==> src/rtl/cpu_mem_seq.sv <==
// Host-side sequencer that loads I-mem/D-mem, starts a CPU run and
// reports halt/timeout status back to the host.
`timescale 1ns/1ps
module cpu_mem_seq #(
    parameter int AW  = 8,
    parameter int DW  = 16,
    parameter int TMO = 4096
) (
    input  logic          clk,
    input  logic          rst,
    input  logic          h_valid,
    output logic          h_ready,
    input  logic [1:0]    h_cmd,
    input  logic [AW-1:0] h_addr,
    input  logic [DW-1:0] h_wdata,
    output logic          r_valid,
    output logic [DW-1:0] r_data,
    output logic [1:0]    r_status,
    output logic          cpu_enable,
    output logic          cpu_start,
    input  logic          cpu_halt,
    input  logic [AW-1:0] cpu_i_addr,
    input  logic [AW-1:0] cpu_d_addr,
    input  logic          cpu_d_we,
    input  logic [DW-1:0] cpu_d_wdata,
    output logic [AW-1:0] im_addr,
    output logic          im_we,
    output logic [DW-1:0] im_wdata,
    output logic [AW-1:0] dm_addr,
    output logic          dm_we,
    output logic [DW-1:0] dm_wdata,
    input  logic [DW-1:0] dm_rdata
);

    localparam int CW = $clog2(TMO) + 1;

    localparam logic [1:0] CMD_WRI = 2'b00;
    localparam logic [1:0] CMD_WRD = 2'b01;
    localparam logic [1:0] CMD_RDD = 2'b10;
    localparam logic [1:0] CMD_RUN = 2'b11;

    localparam logic [1:0] ST_OK      = 2'b00;
    localparam logic [1:0] ST_HALTED  = 2'b01;
    localparam logic [1:0] ST_TIMEOUT = 2'b10;

    localparam logic [CW-1:0] CNT_LAST = CW'(TMO - 1);

    typedef enum logic [2:0] {
        IDLE,
        WRITE,
        RD_ADDR,
        RD_DATA,
        START,
        RUN,
        RESP
    } state_t;

    state_t        state;
    state_t        state_nx;
    logic [1:0]    status_nx;
    logic          rdy_q;
    logic [1:0]    cmd_q;
    logic [AW-1:0] addr_q;
    logic [DW-1:0] wdata_q;
    logic [CW-1:0] cnt;
    logic          accept;
    logic          in_run;

    assign accept  = h_valid && h_ready;
    assign in_run  = (state == RUN);
    assign h_ready = (state == IDLE) && rdy_q;

    // Next-state and response-status selection
    always_comb begin
        state_nx  = state;
        status_nx = ST_OK;
        unique case (state)
            IDLE: begin
                if (accept) begin
                    unique case (h_cmd)
                        CMD_WRI: state_nx = WRITE;
                        CMD_WRD: state_nx = WRITE;
                        CMD_RDD: state_nx = RD_ADDR;
                        CMD_RUN: state_nx = START;
                    endcase
                end
            end
            WRITE:   state_nx = RESP;
            RD_ADDR: state_nx = RD_DATA;
            RD_DATA: state_nx = RESP;
            START:   state_nx = RUN;
            RUN: begin
                // halt takes priority when it lands on the last allowed cycle
                if (cpu_halt) begin
                    state_nx  = RESP;
                    status_nx = ST_HALTED;
                end else if (cnt == CNT_LAST) begin
                    state_nx  = RESP;
                    status_nx = ST_TIMEOUT;
                end
            end
            RESP:    state_nx = IDLE;
            default: state_nx = IDLE;
        endcase
    end

    // State register; rdy_q keeps h_ready low until a cycle after reset
    always_ff @(posedge clk) begin
        if (rst) begin
            state <= IDLE;
            rdy_q <= 1'b0;
        end else begin
            state <= state_nx;
            rdy_q <= 1'b1;
        end
    end

    // Latch the host command on acceptance
    always_ff @(posedge clk) begin
        if (rst) begin
            cmd_q   <= CMD_WRI;
            addr_q  <= '0;
            wdata_q <= '0;
        end else if (accept) begin
            cmd_q   <= h_cmd;
            addr_q  <= h_addr;
            wdata_q <= h_wdata;
        end
    end

    // Response registers hold until the next response overwrites them
    always_ff @(posedge clk) begin
        if (rst) begin
            r_data   <= '0;
            r_status <= ST_OK;
        end else begin
            if (state == RD_DATA) begin
                r_data <= dm_rdata;
            end
            if (state_nx == RESP) begin
                r_status <= status_nx;
            end
        end
    end

    // CPU enable spans START and RUN, dropping on the edge into RESP
    always_ff @(posedge clk) begin
        if (rst) begin
            cpu_enable <= 1'b0;
        end else begin
            cpu_enable <= (state_nx == START) || (state_nx == RUN);
        end
    end

    // Run-cycle counter: cleared on RUN entry, saturating while running
    always_ff @(posedge clk) begin
        if (rst) begin
            cnt <= '0;
        end else if (state == START) begin
            cnt <= '0;
        end else if (in_run && (cnt != '1)) begin
            cnt <= cnt + 1'b1;
        end
    end

    assign r_valid   = (state == RESP);
    assign cpu_start = (state == START);

    // Memory port mux: CPU owns the ports only while running
    always_comb begin
        im_addr  = addr_q;
        im_wdata = wdata_q;
        im_we    = 1'b0;
        dm_addr  = addr_q;
        dm_wdata = wdata_q;
        dm_we    = 1'b0;
        if (in_run) begin
            im_addr  = cpu_i_addr;
            dm_addr  = cpu_d_addr;
            dm_wdata = cpu_d_wdata;
            dm_we    = cpu_d_we && !rst;
        end else if (state == WRITE) begin
            im_we = (cmd_q == CMD_WRI) && !rst;
            dm_we = (cmd_q == CMD_WRD) && !rst;
        end
    end

endmodule

==> config.mk <==
export PLATFORM = sky130hd
export DESIGN_NAME = cpu_mem_seq
export DESIGN_NICKNAME = d
export VERILOG_FILES = /design/src/rtl/cpu_mem_seq.sv
export SDC_FILE = /design/constraint.sdc
export NUM_CORES = 1
export LEC_CHECK = 0
export CAP_MARGIN = 20
export CORE_MARGIN = 2
export CORE_UTILIZATION = 38
export CTS_CLUSTER_SIZE = 24
export DETAILED_ROUTE_END_ITERATION = 10
export GPL_ROUTABILITY_DRIVEN = 0
export GPL_TIMING_DRIVEN = 0
export PLACE_DENSITY = 0.78
export RECOVER_POWER = 50
export SYNTH_ARGS = -nofsm -noshare
export SYNTH_HDL_FRONTEND = slang
export SYNTH_SLANG_ARGS = --single-unit
==> constraint.sdc <==
create_clock -name clk -period 2 [get_ports clk]
set_clock_uncertainty 0.05 [all_clocks]
set_input_delay 0.2 -clock clk [delete_from_list [all_inputs] [get_ports clk]]
set_output_delay 0.2 -clock clk [all_outputs]
set_load 0.01 [all_outputs]
* Word level (Yosys, flattened, before mapping)
Cells that the tools add are included.
Word-level totals: word-level logic and storage cells 55, bits in latches 0, memory bits (read-only) 0, memories 0, output and inout bits 72, register bits 62, bits of input ports 79, memory bits (writable) 0
Cells by class: magnitude comparators 0, bitwise gates (word level) 0, reduce and logical (&&, ||, !) cells 14, mux-type cells 16, equality and inequality tests 15, shift operators 0, $add $sub $neg 1, divide/modulo/power cells 0, $mul 0
Operators with widths (count):
- 3-bit equality test (second input constant) | 6
- 16-bit 2-to-1 mux | 1
- 8-bit 2-to-1 mux | 2
- 3-bit one-hot mux with 5 select lines | 1
- 13-bit by 1-bit adder with 13-bit output (second input constant) | 1
- 13-bit by 12-bit equality test with 1-bit output (second input constant) | 1
- 13-bit inequality test (second input constant) | 1
- 3-bit 2-to-1 mux | 3
- 3-bit one-hot mux with 3 select lines | 1
- 3-bit by 2-bit equality test with 1-bit output (second input constant) | 2
- 1-bit logical AND | 6
- 2-bit 2-to-1 mux | 3
- 2-bit OR reduction | 3
- 1-bit 2-to-1 mux | 5
- 2-bit by 1-bit equality test with 1-bit output (second input constant) | 2
- 2-bit equality test (second input constant) | 2
- 2-bit zero test | 2
- 3-bit by 1-bit equality test with 1-bit output (second input constant) | 1
- 3-bit zero test | 1
- 1-bit zero test | 1
- 1-bit logical OR | 1

* Depth between registers and ports, before layout
Gate-level depths: netlist (run 1).
depth after elaboration 7, depth in mapped cells 7

* Worst setup path before layout (run 1)
No wires, ideal clock.
path type reg-to-reg, start register cnt[0], end register cnt[2], setup time 0.128 ns, cell stages (with the launch flop) 7, path slack 0.236 ns, required time 1.822 ns, arrival time 1.586 ns, path through dfxtp_1 > ha_1 > nand4_2 > or3_1 > o311a_1 > xnor2_1 > nor2_1
On the way: longest elaborated chain between the ends 2
RTL lines:
- start, declared | RTL line 65 | logic [CW-1:0] cnt;
- start signal, assigned | RTL line 162 | cnt <= cnt + 1'b1;
- parallel branches: the longest is 2 deep, another holds 13-bit by 1-bit adder with 13-bit output
Parallel ways; which one is timed is not known. A chain may end at the register's enable or synchronous reset.

* Final worst setup path (run 1)
start register state[1], end output port dm_addr[2]
On the way: longest elaborated chain between the ends 2
RTL lines:
- start, declared | RTL line 58 | state_t state;
- start signal, assigned | RTL line 113 | state <= state_nx;
- 3-bit equality test | RTL line 70 | assign in_run = (state == RUN);
- 8-bit 2-to-1 mux | RTL line 177 | if (in_run) begin
- end, declared | RTL line 29 | output logic [AW-1:0] dm_addr,
No other way between the ends.

==> results of run 1 <==
## path summary, 6_finish.rpt
| kind | slack (ns) | depth (start not counted) | endpoint |
|---|---|---|---|
| max | 0.05 | 7 | dm_addr[2] |
| min | 0.36 | 3 | r_data[0] |
| max reg2reg | 0.12 | 6 | cnt[2] |
| min reg2reg | 0.40 | 2 | r_data[12] |
## what timing repair did
| action | in CTS | in global routing |
|---|---|---|
| setup endpoints to repair | 37 | 32 |
| setup buffers | 10 | 2 |
| cloned | 0 | 2 |
| gates resized for setup | 131 | 39 |
| pin swaps | 1 | 13 |
## final cells by class
cell class	instances	share of cell area
inverters	4	0.00311
clock buffers	13	0.0350
well taps	99	0.0256
repair buffers	164	0.311
clock inverters	3	0.00363
plain buffers	22	0.0316
flip-flops and latches	62	0.258
multi-input cells	315	0.332
## where the power goes
group | switching (mW) | internal [mW]
clock | 0.468 | 0.547
sequential | 0.0534 | 1.31
combinational | 0.428 | 0.447
total | 0.950 | 2.30
## cell families after synthesis
logic type / count (synthesis) / synth area share
AOI/OAI and AO/OA: 64 / 0.127
xor gates and xnor gates: 10 / 0.0302
adders and majority gates: 1 / 0.00432
buffers and inverters: 28 / 0.0397
DFF: 62 / 0.429
muxes: 2 / 0.00691
and+or+nand+nor: 238 / 0.363
## cell usage in the layout, fill, tap and decap left out, types with 4 or more instances in the layout
cell type	instances
buf_6	5
a21oi_1	50
clkbuf_1	11
buf_4	12
dlygate4sd2_1	5
clkbuf_8	14
clkbuf_2	10
dlygate4sd3_1	36
nand3_1	5
nand2_1	169
clkdlybuf4s50_1	78
nor2_1	19
xor2_1	4
nand2_2	9
dfxtp_1	60
and2_1	6
nand4_1	6
buf_2	23
inv_1	4
xnor2_1	6
## sequential cells by signal, summed over array words and instances (netlist names)
register	flops
im_wdata	16
addr_q	8
state	3
cnt	13
r_status	2
cmd_q	2
rdy_q	1
r_data	16
cpu_enable	1
## metal layers
layer | GRT usage | wire length (um) | vias to the layer above
met4 | 0.104 | 242 | 0
li1 | - | - | 1667
met5 | 0 | 0 | -
met2 | 0.397 | 4750 | 134
met3 | 0.0506 | 635 | 15
met1 | 0.266 | 3960 | 1527
## critical path, cell delays in order, from the launching register on
cell and delay [ns]:
dfxtp_4 0.36, buf_6 0.12, and3b_2 0.34, buf_8 0.16, clkbuf_16 0.15, nand2_1 0.05, nand2_1 0.06, buf_2 0.12
==> results.cfg, run 1 <==
[power]
total_power_mw = 3.25
ir_drop_v = 0.000386
p_per_area_nw_per_um2 = 673
p_leak_nw = 2.14

[sta]
fin_ws_ns = 0.0525
slew_violations = 0
fmax_mhz = 513
holdWs_ns = 0.356
finalSetupViolCount = 0
worst_pin_slew_ns = 0.530
finalSetupTns_ns = 0
fin_crit_ns = 1.95
final.period_utilization = 0.974
rsz0062_at_grt = true
hold_violations = 0
relSlewSlack = 0.647

[placed_design]
dp_hpwl_mm = 6.85
preCtsSetupSlack_ns = -0.405
port_buffers = 150
dp.cells = 654
postPlaceCellArea_um2 = 4520

[final_layout]
final_util = 0.659
area.growth.synth_to_final_pct = 66.8
drive_gt1_frac = 0.165
seqCellArea_um2 = 1250
fin_area_um2 = 4830
fill_cells = 635
stdcell_count = 682
nNetsFinal = 658
multiInputGateArea_um2 = 1600
n_antenna_cell = 0

[global_routing]
grt_max_degree = 11
grt_usage = 0.228
grt_pass1_wl_mm = 15.0
grt_pass1_vias = 3136
grt_overflow = 0
antenna_found_initial = 0

[synth]
syn-cell-area_um2 = 2900
yosysMostFrequentCell = nand2_1
synth-seq-cells = 62
synthTopCellsByCount = nand2_1, dfxtp_1, a21oi_1
synth_edf_count = 0
yosysTopAreaCellShare = 0.429
synth_warnings = 0
async_flop_share = 0
synth.area.top_cells = dfxtp_1, nand2_1, a21oi_1
ys_seq_area_frac = 0.429
synth_top_area_cell = dfxtp_1
yosysUniqueCellTypes = 38
syn_area_per_cell_um2 = 7.15
synth_ff_type = dfxtp_1
synthCells = 405
syn-num-nets = 485

[clocking]
htree_levels = 3
clk_path_buf_depth = 2
clk_pin_slew_ns = 0.06
cts_tree = built
numCtsBuffers = 9
clock_sinks = 62
clkLatencyLatePin_ns = 0.34
clock-root-buffer = clkbuf_8
hold_buffers = 0

[floorplan]
io_pins = 151
start_util = 0.395
die_x_um = 91.3
rows = 31
die_h_um = 91.3
dieArea_um2 = 8340
core_um2 = 7330

[route]
dr.pass1.iters = 4
drt_iter0_drc = 91
via_per_inst = 4.90
ant_nets = 0
via_count = 3343
wirelength_mm = 9.58
routedWlPerCell_um = 14.0
drc = 0

[critical_path]
crit_fanout = 6
worst_setup_path_start_kind = flip-flop
critPathLaunch = state[1]
critPathCaptureType = primary output
crit_type = flip-flop to primary output
cp_data_required_time_ns = 1.75
crit-reg2reg-launch = cnt[0]
cp_data_arrival_time_ns = 1.70

[worst_hold_path]
min_from = dm_rdata[0]
hp-class = primary input to flip-flop

[run]
drv_cap = 0

[outcome]
run_status = complete, no violations
No activity file was read; power rests on OpenSTA's default activity.
==> inputs of run 2 (changes only) <==
- ABC_AREA: not set -> 1
- PLACE_DENSITY: 0.78 -> 0.77
- SETUP_SLACK_MARGIN: not set -> 0.2
==> run 2 against run 1 <==
Utilization decreased by 0.55 points; routed wire length increased by 1.8%; cell count increased by 3.4%; setup slack improved by 0.14 ns; via count increased by 3.4%; sequential power increased by 8%; final area increased by 2.9%; register-to-register slack improved by 0.11 ns; synthesized cell count increased by 5.2%; critical path depth decreased by 1; non-clock buffer count decreased by 6; critical path type unchanged.
==> results.cfg, run 2 <==
[floorplan]
io_pins = 151
die_h_um = 91.9
start_util = 0.386
core_um2 = 7610
rows = 32
dieArea_um2 = 8440
die_x_um = 91.9

[sta]
fin_crit_ns = 1.81
fmax_mhz = 554
holdWs_ns = 0.298
hold_violations = 0
relSlewSlack = 0.648
final.period_utilization = 0.903
fin_ws_ns = 0.193
slew_violations = 0
finalSetupViolCount = 0
finalSetupTns_ns = 0
rsz0062_at_grt = true
worst_pin_slew_ns = 0.528

[critical_path]
cp_data_required_time_ns = 1.75
rrSetupSlack_ns = 0.23
cp_cell_sequence = nand3_4 -> clkinv_4 -> clkbuf_4 -> nand2_1 -> o21ai_0 -> clkdlybuf4s15_2
worst_setup_path_start_kind = flip-flop
slowest_stage = dfxtp_1
cpLargestDelayFamily = buffers and inverters
cp_data_arrival_time_ns = 1.56
crit_type = flip-flop to primary output
crit_fanout = 10
critPathCaptureType = primary output
max_stage_delay_ns = 0.41
path_buf_inv = 3

[placed_design]
dp.cells = 678
preCtsSetupSlack_ns = -0.333
port_buffers = 150
dp_hpwl_mm = 6.96

[power]
p_leak_nw = 2.10
p_sw_frac = 0.315
power.switching_mw = 1.32
ir_drop_v = 0.000528
combPwrFrac = 0.318
pwr-share-clk = 0.332
sequentialPowerShare = 0.350
p_per_area_nw_per_um2 = 842
intPower_mw = 2.87

[synth]
synth.area.top_cells = dfxtp_1, nand2_1, o21ai_0
synthTopCellsByCount = nand2_1, dfxtp_1, nor2_1, o21ai_0, a21oi_1
synth-seq-cells = 62
yosysMostFrequentCell = nand2_1
syn_area_per_cell_um2 = 6.89
synth_warnings = 0
ys_seq_area_frac = 0.423
synth_top_area_cell = dfxtp_1
syn-cell-area_um2 = 2940
yosysTopAreaCellShare = 0.423
syn-num-nets = 506
synth_ff_type = dfxtp_1
synth_edf_count = 0
yosysUniqueCellTypes = 34
synthCells = 426
async_flop_share = 0

[route]
ant_nets = 0
dr.pass1.iters = 4
drc = 0
routedWlPerCell_um = 13.8
via_count = 3456
wirelength_mm = 9.75
drt_iter0_drc = 141
via_per_inst = 4.90

[global_routing]
grt_overflow = 0
antenna_found_initial = 0
grt_util_met2 = 0.402
grt_util_met3 = 0.0608
grt_pass1_vias = 3382
top_usage_layer = met2
grt_pass1_wl_mm = 15.2
grt_max_degree = 12
grt_usage = 0.224
use_met1 = 0.247

[final_layout]
final_cell_mix = nand2_1, clkdlybuf4s50_1, dfxtp_1
nNetsFinal = 678
final_common_cell = nand2_1
drive_gt1_frac = 0.149
n_antenna_cell = 0
final_util = 0.653
area.growth.synth_to_final_pct = 69.4
stdcell_count = 705

[clocking]
hold_buffers = 0
clk_path_buf_depth = 2
numCtsBuffers = 9
clk_pin_slew_ns = 0.08
clock-root-buffer = clkbuf_8
cts_tree = built
htree_levels = 3
clock_sinks = 62
clkLatencyLatePin_ns = 0.34

[run]
drv_cap = 0

[outcome]
run_status = complete, no violations

[worst_hold_path]
hp-class = primary input to flip-flop
[run 2: cell type report]
class	instances	area (um^2)
plain buffers	19	136
clock buffers	11	141
clock inverters	5	106
fillers	684	2640
inverters	39	156
multi-input cells	306	1520
flip-flops and latches	62	1250
well taps	102	128
repair buffers	161	1530
[run 2: metal layers]
metal	vias up	wire length, um
met5	-	0
met3	11	652
li1	1712	-
met2	123	5160
met4	0	134
met1	1610	3810
[run 2: kinds of logic after synthesis]
logic type	Yosys count	synth area share
simple gates	203	0.304
compound gates	98	0.178
flops	62	0.423
buf+inv	58	0.0789
xor+xnor	4	0.0119
fa+ha+maj	1	0.00426
[run 2: path summary, 6_finish.rpt]
| check | to | from | cells past startpoint |
|---|---|---|---|
| worst max-delay path | dm_wdata[14] | state[0] | 6 |
| worst max register to register | cnt[6] | cnt[0] | 9 |
| worst min-delay path | addr_q[7] | rst | 2 |
| worst min register to register | im_wdata[14] | im_wdata[14] | 2 |
[run 2: metrics by stage]
step	power [mW]	cell area, um^2
after global routing	4.40	4970
after CTS	4.18	4900
after floorplan	2.09	2940
final	4.19	4970
after detailed placement	2.81	4560
after global placement	2.79	4560
[run 2: power groups by stage]
stage	combinational, mW	clock (mW)	sequential (mW)
finish	1.33	1.39	1.47
CTS	1.31	1.39	1.47
global route	1.46	1.46	1.48
floorplan	0.574	0	1.52
detailed placement	1.32	0	1.49
global placement	1.31	0	1.48
[run 2: timing repair]
| action | CTS | global route |
|---|---|---|
| buffers inserted | 6 | 4 |
| gates cloned | 1 | 0 |
| pin swaps | 0 | 3 |
| gates resized for setup | 120 | 29 |
| setup endpoints to repair | 37 | 37 |
